File: src/rtl/fifo_pkg.sv
// Shared FIFO package: default sizing constants and a constant-evaluable
// clog2 helper, reused by the FIFO family.
package fifo_pkg;

  localparam int DATA_W_DEF = 8;
  localparam int DEPTH_DEF  = 8;

  // Ceiling log2; clog2(1) = 0. Usable in parameter expressions.
  function automatic int clog2(input int v);
    int r;
    r = 0;
    for (int x = v - 1; x > 0; x = x >> 1) r = r + 1;
    return r;
  endfunction

endpackage

File: src/rtl/fifo_mem.sv
// FIFO storage: DEPTH x DATA_W array, one synchronous write port and one
// asynchronous read port. Contents are not reset.
// Ports:
//   clk    - write clock
//   we     - write enable
//   waddr  - write address
//   wdata  - write data
//   raddr  - read address (combinational read)
//   rdata  - read data
module fifo_mem import fifo_pkg::*; #(
  parameter int DATA_W = DATA_W_DEF,
  parameter int DEPTH  = DEPTH_DEF,
  parameter int AW     = clog2(DEPTH)
) (
  input  logic              clk,
  input  logic              we,
  input  logic [AW-1:0]     waddr,
  input  logic [DATA_W-1:0] wdata,
  input  logic [AW-1:0]     raddr,
  output logic [DATA_W-1:0] rdata
);

  logic [DATA_W-1:0] mem [DEPTH];

  always_ff @(posedge clk) begin
    if (we) mem[waddr] <= wdata;
  end

  assign rdata = mem[raddr];

endmodule

File: src/rtl/sync_fifo_param.sv
// Parametrised single-clock synchronous FIFO with occupancy count,
// almost-full/almost-empty thresholds, overflow/underflow pulses and a
// selectable first-word-fall-through read mode.
// Ports:
//   clk, reset     - clock, synchronous active-high reset
//   wr, data       - write request and write data
//   rd             - read request (in FWFT mode: acknowledge of data_out)
//   data_out       - read data
//   full, empty    - count == DEPTH / count == 0
//   almost_full    - count >= AFULL_TH
//   almost_empty   - count <= AEMPTY_TH
//   count          - occupancy 0..DEPTH
//   overflow       - one-cycle pulse after a write while full
//   underflow      - one-cycle pulse after a read while empty
module sync_fifo_param import fifo_pkg::*; #(
  parameter int DATA_W    = DATA_W_DEF,
  parameter int DEPTH     = DEPTH_DEF,
  parameter int AFULL_TH  = DEPTH - 1,
  parameter int AEMPTY_TH = 1,
  parameter int FWFT      = 0
) (
  input  logic                  clk,
  input  logic                  reset,
  input  logic                  wr,
  input  logic [DATA_W-1:0]     data,
  input  logic                  rd,
  output logic [DATA_W-1:0]     data_out,
  output logic                  full,
  output logic                  empty,
  output logic                  almost_full,
  output logic                  almost_empty,
  output logic [clog2(DEPTH):0] count,
  output logic                  overflow,
  output logic                  underflow
);

  localparam int AW = clog2(DEPTH);
  localparam int CW = AW + 1;

  logic [AW-1:0]     wr_ptr, rd_ptr;
  logic [CW-1:0]     cnt_q, cnt_nxt;
  logic              full_q, empty_q, afull_q, aempty_q;
  logic              ovf_q, unf_q;
  logic              wr_en, rd_en;
  logic [DATA_W-1:0] rd_data;

  assign wr_en = wr & ~full_q;
  assign rd_en = rd & ~empty_q;

  always_comb begin
    cnt_nxt = cnt_q;
    case ({wr_en, rd_en})
      2'b10:   cnt_nxt = cnt_q + CW'(1);
      2'b01:   cnt_nxt = cnt_q - CW'(1);
      default: cnt_nxt = cnt_q;
    endcase
  end

  // Flags are registered from the next count so every output is a flop
  // output and cannot glitch on decode.
  always_ff @(posedge clk) begin
    if (reset) begin
      wr_ptr   <= '0;
      rd_ptr   <= '0;
      cnt_q    <= '0;
      full_q   <= 1'b0;
      empty_q  <= 1'b1;
      afull_q  <= 1'b0;
      aempty_q <= 1'b1;
      ovf_q    <= 1'b0;
      unf_q    <= 1'b0;
    end else begin
      if (wr_en) wr_ptr <= wr_ptr + AW'(1);
      if (rd_en) rd_ptr <= rd_ptr + AW'(1);
      cnt_q    <= cnt_nxt;
      full_q   <= (cnt_nxt == CW'(DEPTH));
      empty_q  <= (cnt_nxt == '0);
      afull_q  <= (cnt_nxt >= CW'(AFULL_TH));
      aempty_q <= (cnt_nxt <= CW'(AEMPTY_TH));
      ovf_q    <= wr & full_q;
      unf_q    <= rd & empty_q;
    end
  end

  fifo_mem #(
    .DATA_W (DATA_W),
    .DEPTH  (DEPTH),
    .AW     (AW)
  ) u_mem (
    .clk    (clk),
    .we     (wr_en),
    .waddr  (wr_ptr),
    .wdata  (data),
    .raddr  (rd_ptr),
    .rdata  (rd_data)
  );

  generate
    if (FWFT != 0) begin : g_fwft
      // Head word is presented directly; forced to zero so stale or
      // unreset storage never shows while empty.
      assign data_out = empty_q ? '0 : rd_data;
    end else begin : g_reg
      logic [DATA_W-1:0] dout_q;
      always_ff @(posedge clk) begin
        if (reset)      dout_q <= '0;
        else if (rd_en) dout_q <= rd_data;
      end
      assign data_out = dout_q;
    end
  endgenerate

  assign full         = full_q;
  assign empty        = empty_q;
  assign almost_full  = afull_q;
  assign almost_empty = aempty_q;
  assign count        = cnt_q;
  assign overflow     = ovf_q;
  assign underflow    = unf_q;

endmodule

File: config.mk
export PLATFORM = sky130hd
export DESIGN_NAME = sync_fifo_param
export DESIGN_NICKNAME = d
export VERILOG_FILES = /design/src/rtl/fifo_pkg.sv /design/src/rtl/fifo_mem.sv /design/src/rtl/sync_fifo_param.sv
export SDC_FILE = /design/constraint.sdc
export NUM_CORES = 1
export LEC_CHECK = 0
export CAP_MARGIN = 20
export CELL_PAD_IN_SITES_DETAIL_PLACEMENT = 0
export CELL_PAD_IN_SITES_GLOBAL_PLACEMENT = 1
export CORE_MARGIN = 5
export CORE_UTILIZATION = 35
export DETAILED_ROUTE_END_ITERATION = 16
export GPL_TIMING_DRIVEN = 0
export PLACE_DENSITY = 0.74
export SLEW_MARGIN = 10
export SYNTH_ARGS = -nofsm -noshare
export SYNTH_HDL_FRONTEND = slang
export SYNTH_SLANG_ARGS = --single-unit
File: constraint.sdc
create_clock -name clk -period 1.95 [get_ports clk]
set_input_delay 0.195 -clock clk [delete_from_list [all_inputs] [get_ports clk]]
set_output_delay 0.195 -clock clk [all_outputs]
set_load 0.01 [all_outputs]
Word-level counts from Yosys, hierarchy flattened
Memories as Yosys holds them, arrays and structs flattened. A register that Yosys moved wholly into a read port is not among the register bits. Index checks and enable logic that the tools add are counted.

Register bits after elaboration: 16. Memory bits (writable): 64. Input bits: 12. Output and inout port bits: 18. Word-level logic and storage cells: 29. Memories kept: 1.

Memory list: u_mem.mem (depth 8, width 8, rd ports 1, clocked after memory_dff 1, write ports 1, line fifo_mem.sv:23) `logic [DATA_W-1:0] mem [DEPTH];`.

$add $sub $neg: 4. Order comparisons: 2. Equality and inequality tests: 3. Multiplexer cells: 3. Bitwise operators: 6. Reductions and logical operators: 1.

Operators with widths (count): $pmux W4 S2 (1); $add A3 B1 Y3 const B (2); $add A4 B1 Y4 const B (1); $and A1 B1 Y1 (4); $eq A4 B4 Y1 const B (1); $ge A4 B3 Y1 const B (1); $le A4 B1 Y1 const B (1); $logic_not A4 Y1 (1); $sub A4 B1 Y4 const B (1); $eq A2 B1 Y1 const B (1); $eq A2 B2 Y1 const B (1); $mux W1 (2); $not A1 Y1 (2).

Depth between registers and ports, before layout
Gate-level depths: netlist of run 1.

Depth in word-level cells: 5. Depth in mapped cells: 10. Depth with buffers taken out: 9.

By module
From an unflattened synthesis of run 1, not the netlist that was laid out.

Cells, all modules: 217. Area, all modules: 3543.4 µm².

Modules (own cells, without submodules): fifo_mem (times used 1, cells each 106, area an instance 2531.2 µm², sequential area each 1921.8 µm²); sync_fifo_param (times used 1, cells each 111, area an instance 1012.2 µm², sequential area each 480.5 µm²).

Least setup slack after synthesis of run 1
OpenSTA, ideal clock, no wires.

Path type: reg-to-reg. Start point: reg empty_q (netlist: empty). End point: reg aempty_q (netlist: almost_empty). Setup time: 0.116 ns. Arrival: 2.037 ns. Data required time: 1.834 ns. Setup slack: -0.204 ns. Stages on the path, launching flop included: 10. Buffers on the path: 1. Clock period less this slack: 2.154 ns. Path through: dfxtp_1 nand2b_4 inv_1 clkbuf_1 ha_1 and4b_1 o21ai_1 a221oi_2 xnor2_1 a31o_2.

Longest elaborated chain between the ends: 5. Elaborated cells on any way between the ends: 6. Classes of those cells: order compare: 1; eq/ne: 2; mux: 1; bitwise: 2.

Ends and longest elaborated chain: from (decl) (line sync_fifo_param.sv:42) `logic full_q, empty_q, afull_q, aempty_q;`; from (signal assigned) (line sync_fifo_param.sv:77) `empty_q <= (cnt_nxt == '0);`; $not A1 Y1 * (line sync_fifo_param.sv:48) `assign rd_en = rd & ~empty_q;`; $and A1 B1 Y1 * (line sync_fifo_param.sv:48); $eq A2 B1 Y1 / $eq A2 B2 Y1 (equally long branches) (line sync_fifo_param.sv:52) `case ({wr_en, rd_en})`; $pmux W4 S2 * (line sync_fifo_param.sv:52); $le A4 B1 Y1 * (line sync_fifo_param.sv:79) `aempty_q <= (cnt_nxt <= CW'(AEMPTY_TH));`; to (signal assigned) (line sync_fifo_param.sv:79); to (decl) (line sync_fifo_param.sv:42).

Every way passes the cells marked *; elsewhere a longest branch is shown, timed or not. A chain may end at the register's enable or synchronous reset.

Final worst setup path of run 1
Start point: reg empty_q (netlist: empty). End point: reg full_q (netlist: full).

Longest elaborated chain between the ends: 5. Elaborated cells on any way between the ends: 6. Classes of those cells: eq/ne: 3; mux: 1; bitwise: 2.

Ends and longest elaborated chain: $not A1 Y1 * (line sync_fifo_param.sv:48); $and A1 B1 Y1 * (line sync_fifo_param.sv:48); $eq A2 B1 Y1 / $eq A2 B2 Y1 (equally long branches) (line sync_fifo_param.sv:52); $pmux W4 S2 * (line sync_fifo_param.sv:52); $eq A4 B4 Y1 * (line sync_fifo_param.sv:76) `full_q <= (cnt_nxt == CW'(DEPTH));`; to (signal assigned) (line sync_fifo_param.sv:76); to (decl) (line sync_fifo_param.sv:42).

Marks and branches as above.

==> run_results.csv, run 1 <==
group,metric,value,unit
logic_synthesis,syn_inst,208,
setup_path,critPathKind,"register to register",
power,power,4.70,mW
sta,relSlewSlack,49.2,%
routing,drc_errors,0,
cells_and_area,area_growth,27.4,%
logic_synthesis,seq_area_frac_synth,70.1,%
cells_and_area,design_area,4360,sq um
sta,slew_viol_final,0,
outcome,failed_checks,"negative setup slack",
run,drv_cap,0,
cts,clock_sinks,88,
cts,cts_hold_buf,0,
setup_path,cpMaxStageDelayCell,"dfxtp_2",
routing,first_iter_violations,72,
logic_synthesis,avgSynthCellArea,16.5,sq um
global_routing,grt-ovfl-total,0,
floorplan,dieArea,11900,sq um
power,ir_worst_vdd,0.431,mV
logic_synthesis,synth_area_leaders,"edfxtp_1, dfxtp_1, mux4_2, mux2i_1, nor2_1",
logic_synthesis,yosysWarnings,0,
setup_path,critPathMaxStageDelay,0.33,ns
cts,htree_levels,3,
power,p_per_area,1080,nW/um^2
routing,wl_per_cell,15.7,um
setup_path,crit_fanout,5,
global_routing,grt_use_total,11.7,%
floorplan,initial_core_util,35.5,%
global_routing,grt_pass1_wl,10300,um
floorplan,core_area,9640,sq um
setup_path,startpoint_type,"register",
routing,first_pass_iters,4,
cells_and_area,n_fill_cell,849,
cts,cts_root_buf,"clkbuf_8",
routing,drt_wl_total,6300,um
sta,layout_setup_ws,-0.0669,ns
setup_path,worst_setup_path_end_kind,"register",
min_path,worstHoldPathType,"primary input to register",
cts,cts_tree,"done",
logic_synthesis,synth-seq-cells,88,
place,place_hpwl,4250,um
sta,timing.fmax,496,MHz
floorplan,die_y,109,um
place,gp_congestion,0.732,
cells_and_area,diodes,0,
logic_synthesis,ys_types,32,
cts,insertion_delay,0.35,ns
sta,hold_slack,0.206,ns
global_routing,grt_antenna_before_repair,0,
global_routing,grt_pass1_vias,1975,
routing,via_per_inst,4.72,
routing,drt.antenna.violating_nets,0,
routing,via_count,1893,
setup_path,required,2.21,ns
outcome,status,"finished with violations",
logic_synthesis,synth_top_area_share,56.1,%
sta,setup_violations,3,
power,p_leak,1.42,nW
sta,min_period,2.02,ns
cts,clk_pin_slew_worst_paths,0.09,ns
global_routing,grt_max_degree,18,
cts,clockBufferDepth,2,
cells_and_area,drive_above_1_share,29.1,%
sta,period_share,103,%
sta,skew,0.0161,ns
setup_path,crit_arrival,2.27,ns
logic_synthesis,syn_nets,224,
setup_path,cp_cell_sequence,"nand2b_4 > buf_4 > nor2_2 > xnor2_1 > ha_2 > a21oi_2 > a21boi_2 > nor3_2 > xnor2_2 > nor4bb_1",
floorplan,die_x,109,um
floorplan,placementRows,36,
cells_and_area,layout.nets,279,
cts,cts_buffers,9,
place,io_buffers,29,
sta,hold_violations,0,
logic_synthesis,yosys.area.top_type,"edfxtp_1",
logic_synthesis,synth_area,3420,sq um
place,dpl-instance-area,3950,sq um
sta,worstMarginPinSlew,0.757,ns
floorplan,ios,30,
sta,grt_setup_unrepaired,"yes",
Yosys cell counts:
cell and count:
a221oi_2 1, inv_1 3, nor3_1 7, xor2_1 2
nand2b_1 3, nor4bb_1 1, nor2b_1 3, and4b_1 1
o22ai_1 2, buf_4 1, a31o_2 2, nand2b_4 1
clkbuf_1 6, a22o_1 1, buf_2 2, nor4_1 1
a21boi_0 1, nand2_1 10, edfxtp_1 64, nor2_1 21
a21oi_1 3, mux2i_1 9, nor3b_1 2, a31oi_1 1
xnor2_1 5, o21ai_1 1, mux4_2 16, inv_4 1
buf_6 1, a211oi_1 8, ha_1 4, dfxtp_1 24
layer usage:
| layer | vias up | track usage (%) | routed length, um |
|---|---|---|---|
| li1 | 912 | - | - |
| met2 | 36 | 18.7 | 3040 |
| met3 | 8 | 2.19 | 263 |
| met4 | 0 | 4.87 | 104 |
| met1 | 937 | 15.6 | 2890 |
| met5 | - | 0 | 0 |
logic make-up (layout without fill, tap and decap cells):
group / after synthesis / count (layout) / share of synthesized area [%]
and+or+nand+nor: 50 / 50 / 7.12
muxes: 25 / 25 / 13.2
AOI/OAI and AO/OA: 20 / 20 / 4.31
DFF: 88 / 88 / 70.1
xor gates and xnor gates: 7 / 7 / 1.79
buffers and inverters: 14 / 74 / 2.01
adders and majority gates: 4 / 4 / 1.46
what timing repair did:
item | CTS | global route
gates resized for setup | 10 | 13
gates cloned | 0 | 0
pin swaps | 5 | 6
endpoints found under the setup margin | 19 | 10
setup buffers | 10 | 5
per-stage QoR:
stage	setup WS (ns)	std cells	TNS [ns]	util, %
finish	-0.0669	401	-0.139	45.2
CTS	-0.0154	397	-0.0212	44.5
global placement	-1.16	370	-38.55	40.6
detailed placement	-0.520	372	-20.00	40.9
floorplan	-0.0240	208	-0.0373	-
global route	-0.184	401	-0.586	45.2
final timing paths:
kind / cells after the start / from / endpoint / slack (ns)
setup / recovery: 10 / empty / full / -0.07
hold / removal: 3 / wr / overflow / 0.21
setup reg to reg: 10 / empty / full / -0.07
hold reg to reg: 2 / data_out[7] / data_out[7] / 0.50
power by group:
part	internal (mW)	total (mW)	switching, mW
sequential	2.14	2.23	0.0837
combinational	0.532	0.966	0.434
clock	0.861	1.51	0.644
total	3.54	4.70	1.16
state kept, by name, indices dropped and copies added, names as in the netlist:
signal and flops:
u_mem.mem 64, wr_ptr 3, empty 1, data_out 8
rd_ptr 3, full 1, almost_full 1, almost_empty 1
underflow 1, count 4, overflow 1
critical path, delay by kind of cell, from the launching register on:
kind / cells / cell delay (ns)
and+or+nand+nor: 4 / 0.73
xor gates and xnor gates: 2 / 0.30
AOI/OAI and AO/OA: 2 / 0.21
buffers and inverters: 1 / 0.15
adders and majority gates: 1 / 0.19
DFF: 1 / 0.33
area by class of cell:
class	count	area (sq um)	area share, %
Multi-Input combinational cell	106	1050	24.1
Buffer	9	63.8	1.46
Timing Repair Buffer	45	407	9.32
Clock buffer	10	128	2.93
Tap cell	133	166	3.82
Inverter	4	25.0	0.574
Sequential cell	88	2400	55.1
Clock inverter	6	116	2.67
layout by cell type (no fill, tap or decap), drive strengths merged:
| master | Yosys | final |
|---|---|---|
| clkbuf | 6 | 15 |
| bufinv | 0 | 3 |
| ha | 4 | 4 |
| nand2b | 4 | 4 |
| nor3 | 7 | 7 |
| buf | 4 | 20 |
| a221oi | 1 | 1 |
| nand2 | 10 | 10 |
| o21ai | 1 | 1 |
| a21boi | 1 | 1 |
| nor2 | 21 | 21 |
| a21oi | 3 | 3 |
| nor4 | 1 | 1 |
| clkinv | 0 | 2 |
| nor4bb | 1 | 1 |
| nor2b | 3 | 3 |
| dlygate4sd2 | 0 | 1 |
| xnor2 | 5 | 5 |
| a211oi | 8 | 8 |
| mux4 | 16 | 16 |
| mux2i | 9 | 9 |
| o22ai | 2 | 2 |
| nor3b | 2 | 2 |
| clkdlybuf4s50 | 0 | 28 |
| a31o | 2 | 2 |
| xor2 | 2 | 2 |
| a22o | 1 | 1 |
| edfxtp | 64 | 64 |
| and4b | 1 | 1 |
| a31oi | 1 | 1 |
| dfxtp | 24 | 24 |
| inv | 4 | 5 |
Power figures use the tool's default switching activity.
==> run 2, diff against run 1 <==
PLACE_DENSITY = 0.72   (was 0.74)
clock period = 2.48 ns   (was 1.95 ns; I/O delays follow)
==> run_results.csv, run 2 (synthesized netlist as in run 1, its figures left out) <==
group,metric,value,unit
global_routing,grt_antenna_before_repair,0,
setup_path,crit_arrival,2.52,ns
cts,htree_levels,3,
cts,clockBufferDepth,2,
min_path,worstHoldPathType,"primary input to register",
setup_path,required,2.73,ns
routing,via_count,1835,
sta,hold_violations,0,
cells_and_area,area_growth,20.2,%
floorplan,initial_core_util,35.5,%
place,gp_congestion,0.704,
sta,slew_viol_final,0,
power,power,3.35,mW
setup_path,r2r_slack,0.21,ns
place,place_ws,-0.310,ns
run,drv_cap,0,
cts,cts_hold_buf,0,
routing,via_per_inst,4.73,
cts,clk_pin_slew_worst_paths,0.09,ns
floorplan,ios,30,
sta,hold_slack,0.446,ns
global_routing,grt_pass1_vias,1892,
cts,insertion_delay,0.35,ns
floorplan,core_area,9640,sq um
sta,setup_violations,0,
floorplan,placementRows,36,
cells_and_area,diodes,0,
floorplan,die_x,109,um
routing,drt_wl_total,6450,um
cells_and_area,regMostFlops,"u_mem.mem",
setup_path,crit_fanout,10,
global_routing,grt_pass1_wl,10300,um
cts,cts_tree,"done",
outcome,status,"completed",
setup_path,cpMaxStageDelayCell,"dfxtp_1",
cells_and_area,drive_above_1_share,18.8,%
setup_path,crit_family,"compound AO/OA/AOI/OAI gates",
routing,first_pass_iters,4,
sta,relSlewSlack,41.3,%
setup_path,cp_num_buf_inv,2,
setup_path,critPathMaxStageDelay,0.35,ns
routing,drt.antenna.violating_nets,0,
place,io_buffers,29,
sta,skew,0.00919,ns
global_routing,grt_max_degree,15,
power,ir_worst_vdd,0.286,mV
place,dpl-instance-area,3920,sq um
place,place_hpwl,4220,um
sta,timing.fmax,440,MHz
setup_path,worst_setup_path_end_kind,"register",
setup_path,cp_cell_sequence,"nand2b_4 > inv_1 > clkbuf_2 > ha_1 > and4b_1 > o21ai_1 > a221oi_2 > xnor2_1 > a31o_2",
sta,worstMarginPinSlew,0.875,ns
cts,cts_root_buf,"clkbuf_8",
cts,cts_buffers,9,
routing,first_iter_violations,100,
setup_path,critPathKind,"register to register",
cells_and_area,design_area,4120,sq um
routing,drc_errors,0,
power,p_per_area,813,nW/um^2
floorplan,die_y,109,um
sta,layout_setup_ws,0.209,ns
global_routing,grt-ovfl-total,0,
sta,min_period,2.27,ns
routing,wl_per_cell,16.6,um
cells_and_area,final_cell_mix,"edfxtp_1, clkdlybuf4s50_1, dfxtp_1",
cells_and_area,final_common_cell,"edfxtp_1",
global_routing,grt_use_total,12.1,%
setup_path,startpoint_type,"register",
power,p_leak,1.32,nW
cells_and_area,layout.nets,266,
floorplan,dieArea,11900,sq um
sta,grt_setup_unrepaired,"no",
cells_and_area,largest_reg_flops,64,
sta,period_share,91.6,%
cts,clock_sinks,88,
[run 2: cell count changes in the layout (fill, tap and decap cells not counted), sizes merged]
cell	delta
buf	-14
bufinv	-2
clkinv	+2
clkinvlp	+2
clkdlybuf4s50	+1
dlygate4sd2	-1
inv	-1
[run 2: stage by stage]
step                instances  util (%)  setup TNS, ns
global placement          370      40.3         -12.76
finish                    388      42.7              0
CTS                       388      42.6              0
detailed placement        372      40.7          -1.50
global route              388      42.7              0
floorplan                 208         -              0
[run 2: worst reg2reg max path: stages (launching register included)]
cell and delay [ns]:
dfxtp_1 0.35, nand2b_4 0.16, inv_1 0.08, clkbuf_2 0.20
ha_1 0.27, and4b_1 0.28, o21ai_1 0.08, a221oi_2 0.29
xnor2_1 0.18, a31o_2 0.27
[run 2: area by class of cell]
cell class	instances	area (sq um)
multi-input combinational	106	987
tap	133	166
buffer	10	52.6
timing repair buffer	31	305
clock buffer	9	124
clock inverter	7	62.6
fill	906	5520
inverter	4	17.5
sequential	88	2400
[run 2: final timing paths]
kind	startpoint	end	cells past startpoint
min reg2reg	empty	underflow	2
min	wr	overflow	3
max	empty	almost_empty	9
max reg2reg	empty	almost_empty	9
[run 2: what timing repair did]
| action | CTS | global route |
|---|---|---|
| resized for setup | 0 | 3 |
| endpoints found under the setup margin | 0 | 5 |
| setup buffers | 0 | 0 |
[run 2: power breakdown]
part	leakage [nW]	switching (mW)	internal [mW]	total [mW]
Combinational	0.447	0.318	0.348	0.666
Sequential	0.778	0.0615	1.68	1.75
Clock	0.0901	0.479	0.455	0.933
[run 2: routing by layer]
| layer | track usage (%) | part of all wire [%] | vias to the layer above |
|---|---|---|---|
| li1 | - | - | 882 |
| met1 | 15.9 | 45 | 892 |
| met2 | 18.6 | 47 | 53 |
| met3 | 3.37 | 5.9 | 8 |
| met4 | 5.14 | 1.5 | 0 |
| met5 | 0 | 0 | - |
